$ cat src/rtl/row_request_scheduler_pkg.sv
// Shared types and constants for the row-request scheduler and the AXIS row-request generator.
package row_request_scheduler_pkg;

    localparam int          CNT_W                    = 64;
    localparam int unsigned DEFAULT_TIMEOUT_CYCLES   = 1_000_000;
    localparam int          MAX_OUTSTANDING_REQUESTS = 16;

    typedef enum logic [2:0] {
        ST_IDLE,
        ST_LAUNCH,
        ST_WAIT_ACK,
        ST_WAIT_GEN,
        ST_DRAIN,
        ST_NEXT,
        ST_DONE,
        ST_ABORT_WAIT
    } state_t;

endpackage

$ cat src/rtl/sched_watchdog.sv
// Completion watchdog: counts enabled cycles since the last clear and flags expiry
// on the cycle that would make TIMEOUT_CYCLES idle cycles (TIMEOUT_CYCLES must be >= 1).
module sched_watchdog #(
    parameter int unsigned TIMEOUT_CYCLES = row_request_scheduler_pkg::DEFAULT_TIMEOUT_CYCLES
) (
    input  logic clk,
    input  logic resetn,
    input  logic clear,
    input  logic enable,
    output logic expired
);

    logic [31:0] count;

    assign expired = enable && !clear && (count >= TIMEOUT_CYCLES - 32'd1);

    // NOTE: sequential state uses non-blocking assignments so every flop samples pre-edge values.
    always_ff @(posedge clk or negedge resetn) begin
        if (!resetn) begin
            count <= '0;
        end else if (clear) begin
            count <= '0;
        end else if (enable && !expired) begin
            count <= count + 32'd1;
        end
    end

endmodule

$ cat src/rtl/row_request_scheduler.sv
// Splits a row transfer into generator-sized chunks, repeats it per frame, and tracks
// completions, status flags and a completion watchdog.
module row_request_scheduler #(
    parameter int unsigned TIMEOUT_CYCLES = row_request_scheduler_pkg::DEFAULT_TIMEOUT_CYCLES,
    parameter int          CNT_W          = row_request_scheduler_pkg::CNT_W
) (
    input  logic             clk,
    input  logic             resetn,
    input  logic             start,
    input  logic             abort,
    input  logic [CNT_W-1:0] cfg_total_rows,
    input  logic [31:0]      cfg_chunk_rows,
    input  logic [15:0]      cfg_frames,
    output logic             gen_start,
    output logic [CNT_W-1:0] gen_count,
    input  logic             gen_idle,
    input  logic             row_complete_in,
    output logic             busy,
    output logic             done,
    output logic             aborted,
    output logic             err_cfg,
    output logic             err_timeout,
    output logic             err_overrun,
    output logic [CNT_W-1:0] rows_done,
    output logic [15:0]      frames_done
);
    import row_request_scheduler_pkg::*;

    state_t           state, state_next;
    logic [CNT_W-1:0] total_rows_r;
    logic [31:0]      chunk_rows_r;
    logic [15:0]      frames_r;
    logic [CNT_W-1:0] remaining;
    logic [CNT_W-1:0] chunk_outstanding;
    logic             ack_passed;

    logic             counting_state;
    logic [CNT_W-1:0] chunk_ext;
    logic [CNT_W-1:0] chunk;
    logic             count_row;
    logic             overrun_row;
    logic             drained;
    logic [16:0]      frames_next;
    logic             last_frame;
    logic             start_ok;
    logic             abortable;
    logic             wd_expired;

    assign busy           = (state != ST_IDLE);
    assign counting_state = state inside {ST_WAIT_ACK, ST_WAIT_GEN, ST_DRAIN};
    assign chunk_ext      = {{(CNT_W-32){1'b0}}, chunk_rows_r};
    assign chunk          = (remaining < chunk_ext) ? remaining : chunk_ext;
    assign count_row      = row_complete_in && counting_state && (chunk_outstanding != '0);
    assign overrun_row    = row_complete_in && busy && (chunk_outstanding == '0);
    // A final completion arriving on the cycle DRAIN exits is still counted.
    assign drained        = (chunk_outstanding == '0) ||
                            ((chunk_outstanding == CNT_W'(1)) && row_complete_in);
    assign frames_next    = {1'b0, frames_done} + 17'd1;
    assign last_frame     = (frames_next == {1'b0, frames_r});
    assign start_ok       = start && !abort;
    assign abortable      = state inside {ST_LAUNCH, ST_WAIT_ACK, ST_WAIT_GEN, ST_DRAIN, ST_NEXT};

    sched_watchdog #(
        .TIMEOUT_CYCLES (TIMEOUT_CYCLES)
    ) u_watchdog (
        .clk     (clk),
        .resetn  (resetn),
        .clear   (row_complete_in || !counting_state),
        .enable  (counting_state),
        .expired (wd_expired)
    );

    always_ff @(posedge clk or negedge resetn) begin
        if (!resetn) begin
            state <= ST_IDLE;
        end else begin
            state <= state_next;
        end
    end

    // NOTE: state_next gets a default before the case so no path leaves it unassigned (no latch).
    always_comb begin
        state_next = state;
        case (state)
            ST_IDLE: begin
                if (start_ok) begin
                    if (cfg_total_rows == '0)       state_next = ST_DONE;
                    else if (cfg_chunk_rows != '0)  state_next = ST_LAUNCH;
                end
            end
            ST_LAUNCH:   state_next = abort ? ST_IDLE : ST_WAIT_ACK;
            ST_WAIT_ACK: begin
                if (abort)           state_next = ST_ABORT_WAIT;
                else if (wd_expired) state_next = ST_IDLE;
                else if (!gen_idle)  state_next = ST_WAIT_GEN;
            end
            ST_WAIT_GEN: begin
                if (abort)           state_next = ST_ABORT_WAIT;
                else if (wd_expired) state_next = ST_IDLE;
                else if (gen_idle)   state_next = ST_DRAIN;
            end
            ST_DRAIN: begin
                if (abort || wd_expired) state_next = ST_IDLE;
                else if (drained)        state_next = ST_NEXT;
            end
            ST_NEXT: begin
                if (abort)                  state_next = ST_IDLE;
                else if (remaining != '0)   state_next = ST_LAUNCH;
                else if (last_frame)        state_next = ST_DONE;
                else                        state_next = ST_LAUNCH;
            end
            ST_DONE:       state_next = ST_IDLE;
            ST_ABORT_WAIT: if (ack_passed && gen_idle) state_next = ST_IDLE;
            default:       state_next = ST_IDLE;
        endcase
    end

    // NOTE: every datapath register is asynchronously cleared; none of this is memory.
    always_ff @(posedge clk or negedge resetn) begin
        if (!resetn) begin
            total_rows_r      <= '0;
            chunk_rows_r      <= '0;
            frames_r          <= '0;
            remaining         <= '0;
            chunk_outstanding <= '0;
            ack_passed        <= 1'b0;
            gen_start         <= 1'b0;
            gen_count         <= '0;
            done              <= 1'b0;
            aborted           <= 1'b0;
            err_cfg           <= 1'b0;
            err_timeout       <= 1'b0;
            err_overrun       <= 1'b0;
            rows_done         <= '0;
            frames_done       <= '0;
        end else begin
            gen_start <= 1'b0;
            done      <= 1'b0;

            case (state)
                ST_IDLE: begin
                    if (start_ok) begin
                        total_rows_r      <= cfg_total_rows;
                        chunk_rows_r      <= cfg_chunk_rows;
                        frames_r          <= (cfg_frames == 16'd0) ? 16'd1 : cfg_frames;
                        remaining         <= cfg_total_rows;
                        chunk_outstanding <= '0;
                        aborted           <= 1'b0;
                        err_timeout       <= 1'b0;
                        err_overrun       <= 1'b0;
                        err_cfg           <= (cfg_chunk_rows == '0) && (cfg_total_rows != '0);
                        rows_done         <= '0;
                        frames_done       <= '0;
                    end
                end
                ST_LAUNCH: begin
                    if (!abort) begin
                        gen_start         <= 1'b1;
                        gen_count         <= chunk;
                        remaining         <= remaining - chunk;
                        chunk_outstanding <= chunk;
                        ack_passed        <= 1'b0;
                    end
                end
                ST_NEXT: begin
                    if (!abort && remaining == '0) begin
                        frames_done <= frames_next[15:0];
                        if (!last_frame) remaining <= total_rows_r;
                    end
                end
                ST_DONE: begin
                    done        <= 1'b1;
                    frames_done <= frames_r;
                end
                default: ;
            endcase

            // The generator has no stop input, so an abort must see it go busy before trusting idle.
            if ((state == ST_WAIT_ACK || state == ST_ABORT_WAIT) && !gen_idle) ack_passed <= 1'b1;

            if (count_row) begin
                chunk_outstanding <= chunk_outstanding - CNT_W'(1);
                rows_done         <= rows_done + CNT_W'(1);
            end
            if (overrun_row)          err_overrun <= 1'b1;
            if (wd_expired && !abort) err_timeout <= 1'b1;
            if (abort && abortable)   aborted     <= 1'b1;
        end
    end

endmodule

$ cat config.mk
export PLATFORM = sky130hd
export DESIGN_NAME = row_request_scheduler
export DESIGN_NICKNAME = d
export VERILOG_FILES = /design/src/rtl/row_request_scheduler_pkg.sv /design/src/rtl/sched_watchdog.sv /design/src/rtl/row_request_scheduler.sv
export SDC_FILE = /design/constraint.sdc
export NUM_CORES = 1
export LEC_CHECK = 0
export BUFFER_PORTS_ARGS = -buffer_cell sky130_fd_sc_hd__buf_2
export CORE_UTILIZATION = 58
export CTS_CLUSTER_DIAMETER = 50
export DETAILED_ROUTE_END_ITERATION = 8
export PLACE_DENSITY_LB_ADDON = 0.05
export SETUP_SLACK_MARGIN = 0.3
export SLEW_MARGIN = 5
export SYNTH_ARGS = -nofsm -noshare
export SYNTH_HDL_FRONTEND = slang
export SYNTH_SLANG_ARGS = --single-unit
$ cat constraint.sdc
create_clock -name clk -period 6.4 [get_ports clk]
set_input_delay 1.28 -clock clk [delete_from_list [all_inputs] [get_ports clk]]
set_output_delay 1.28 -clock clk [all_outputs]
set_load 0.01 [all_outputs]
==> out/qor.csv <==
metric,value,unit
die_h,206,microns
antenna_found_initial,4,
synth_edf_count,0,
io_pins,269,
fin_crit_sh,0.903,
path_max_fanout,22,
rsz0062_at_grt,false,
setup_viol,0,
hp-class,reg -> reg,
grt_max_degree,157,
cts_hold_buf,0,
async_flop_share,1.00,
fmax,173,MHz
core_area,40900,sq um
hpwl,55300,microns
drtPass1Iterations,6,
drt-vias-per-instance,6.34,
cts_tree,yes,
min-delay-start,total_rows_r[21],
clock_sinks,426,
startpoint,remaining[37],
vias,23200,
reg2reg_setup_slack,0.62,ns
r2r-start,remaining[37],
finalHoldViolCount,0,
start_util,0.590,
setup_tns,0,ns
cp-start-kind,flop,
ant_nets,0,
mostFrequentLayoutCells,"553 x nand2_1, 424 x dfrtp_1, 267 x buf_2",
max-cap-violations,0,
yosysWarnings,0,
status,completed,
place_congestion,0.993,
clk_latency,0.61,ns
dp_worst_setup_slack,0.427,ns
netlist_instances,2859,
fin_skew,0.0234,ns
drc_errors,0,
final_area,28000,sq um
grt_pass1_wl,121000,microns
wl_per_cell,21.1,microns
clock_path_buffers,3,
finalWirelength,77300,microns
drv_slew,0,
r2r_end,remaining[52],
p_per_area,500,nW/um^2
cts_buffers,52,
ir_worst_vdd,0.301,mV
area_delta_synth_final,15.7,%
layout_commonest_cell,nand2_1,
synth_flop_cell,dfrtp_1,
min_path_cells,2,
slew_headroom,0.343,
grt_pass1_vias,21700,
overflow,0,
crit_type,reg -> reg,
nNetsFinal,3256,
rows,74,
die_area,42500,sq um
clk_pin_slew,0.06,ns
rr_worst_depth,17,
worstPathArrival,6.27,ns
track_usage,0.363,
crit_path_end_kind,flop,
drt_iter0_markers,2433,
cts-root-buf,clkbuf_16,
synth_area,24200,sq um
worstMarginPinSlew,0.986,ns
die_w,206,microns
ys_seq_elements,426,
fin_crit,5.78,ns
setup_slack,0.619,ns
placed_area,26100,sq um
syn_nets,3033,
leakage,12.9,nW
avgSynthCellArea,8.45,sq um
hold_end,total_rows_r[21],
drive_gt1_frac,0.149,
synth.yosys.seq_area_share,0.441,
worst_ep_required_time,6.89,ns
synthDistinctLibCells,90,
htree_levels,2,
whs,0.465,ns
port-buffer-count,268,
fin_util,0.683,
-- state kept, by name, summed over array words and instances, names as in the netlist, 3 cells and up --
signal	count
chunk_outstanding	64
total_rows_r	64
chunk_rows_r	32
state	3
frames_done	16
u_watchdog.count	32
gen_count	64
frames_r	16
rows_done	64
remaining	64
-- per-stage QoR --
stage               total power [W]  cells
global placement             0.0105   3560
floorplan                   0.00851   2859
CTS                          0.0138   3656
detailed placement           0.0106   3560
global route                 0.0149   3660
finish                       0.0140   3660
-- cell families after synthesis --
family | share of synthesized area
buffers and inverters | 0.0371
adders and majority gates | 0.0340
DFF | 0.441
xor gates and xnor gates | 0.0283
AOI/OAI and AO/OA | 0.186
muxes | 0.0222
and+or+nand+nor | 0.251
-- synthesized netlist by cell type (56+ instances only) --
| cell type | number | area (sq um) |
|---|---|---|
| a21oi_1 | 137 | 686 |
| and2_1 | 61 | 382 |
| clkbuf_1 | 125 | 469 |
| dfrtp_1 | 426 | 10700 |
| ha_1 | 56 | 701 |
| inv_1 | 80 | 300 |
| nand2_1 | 554 | 2080 |
| nand3_1 | 123 | 616 |
| nor2_1 | 213 | 800 |
| nor3_1 | 58 | 290 |
| nor4_1 | 60 | 375 |
| o21ai_0 | 236 | 1180 |
-- worst max path at each step --
stage                          endpoint  cells after the start
after floorplan           remaining[52]                     25
after global placement    remaining[60]                     23
after detailed placement  remaining[53]                     23
after CTS                 remaining[53]                     23
after global routing      remaining[62]                     24
final                     remaining[52]                     17
-- worst max-delay path, stage by stage (launching register included) --
cell and delay, ns:
dfrtp_1 0.46, nor4_2 0.38, nand4_1 0.26, nor3_2 0.36
o2111ai_2 0.32, nor2_4 0.19, buf_4 0.41, mux2i_1 0.45
ha_1 0.39, a21o_1 0.23, a21o_1 0.23, a21oi_1 0.15
o21ai_0 0.18, o311ai_2 0.39, a211o_2 0.28, nand2b_2 0.14
or4_1 0.49, a311o_1 0.36
-- where the power goes --
group	switching, W	leakage (nW)	total [W]	internal, W
Clock	0.00124	0.889	0.00308	0.00184
Sequential	0.000845	5.53	0.00433	0.00348
Combinational	0.00422	6.52	0.00658	0.00236
Total	0.00631	12.9	0.0140	0.00768
-- final cells by class --
type / count / area [sq um]
fill: 3438 / 13000
multi-input combinational: 2202 / 12700
sequential: 426 / 10700
timing repair buffer: 320 / 1770
clock buffer: 74 / 1570
tap: 532 / 666
inverter: 80 / 300
clock inverter: 22 / 243
antenna: 4 / 10.0
-- layer usage --
layer / global-route usage / up-vias / share of wire
met5: 0 / - / 0
met4: 0.129 / 0 / 0.033
met3: 0.0574 / 173 / 0.081
met2: 0.566 / 1017 / 0.46
met1: 0.513 / 11300 / 0.43
li1: - / 10700 / -
-- repair_timing --
action	4_1_cts	5_1_grt
setup endpoints to repair	0	30
setup buffers	0	0
resized for setup	0	18
(Power assumes the default switching activity.)
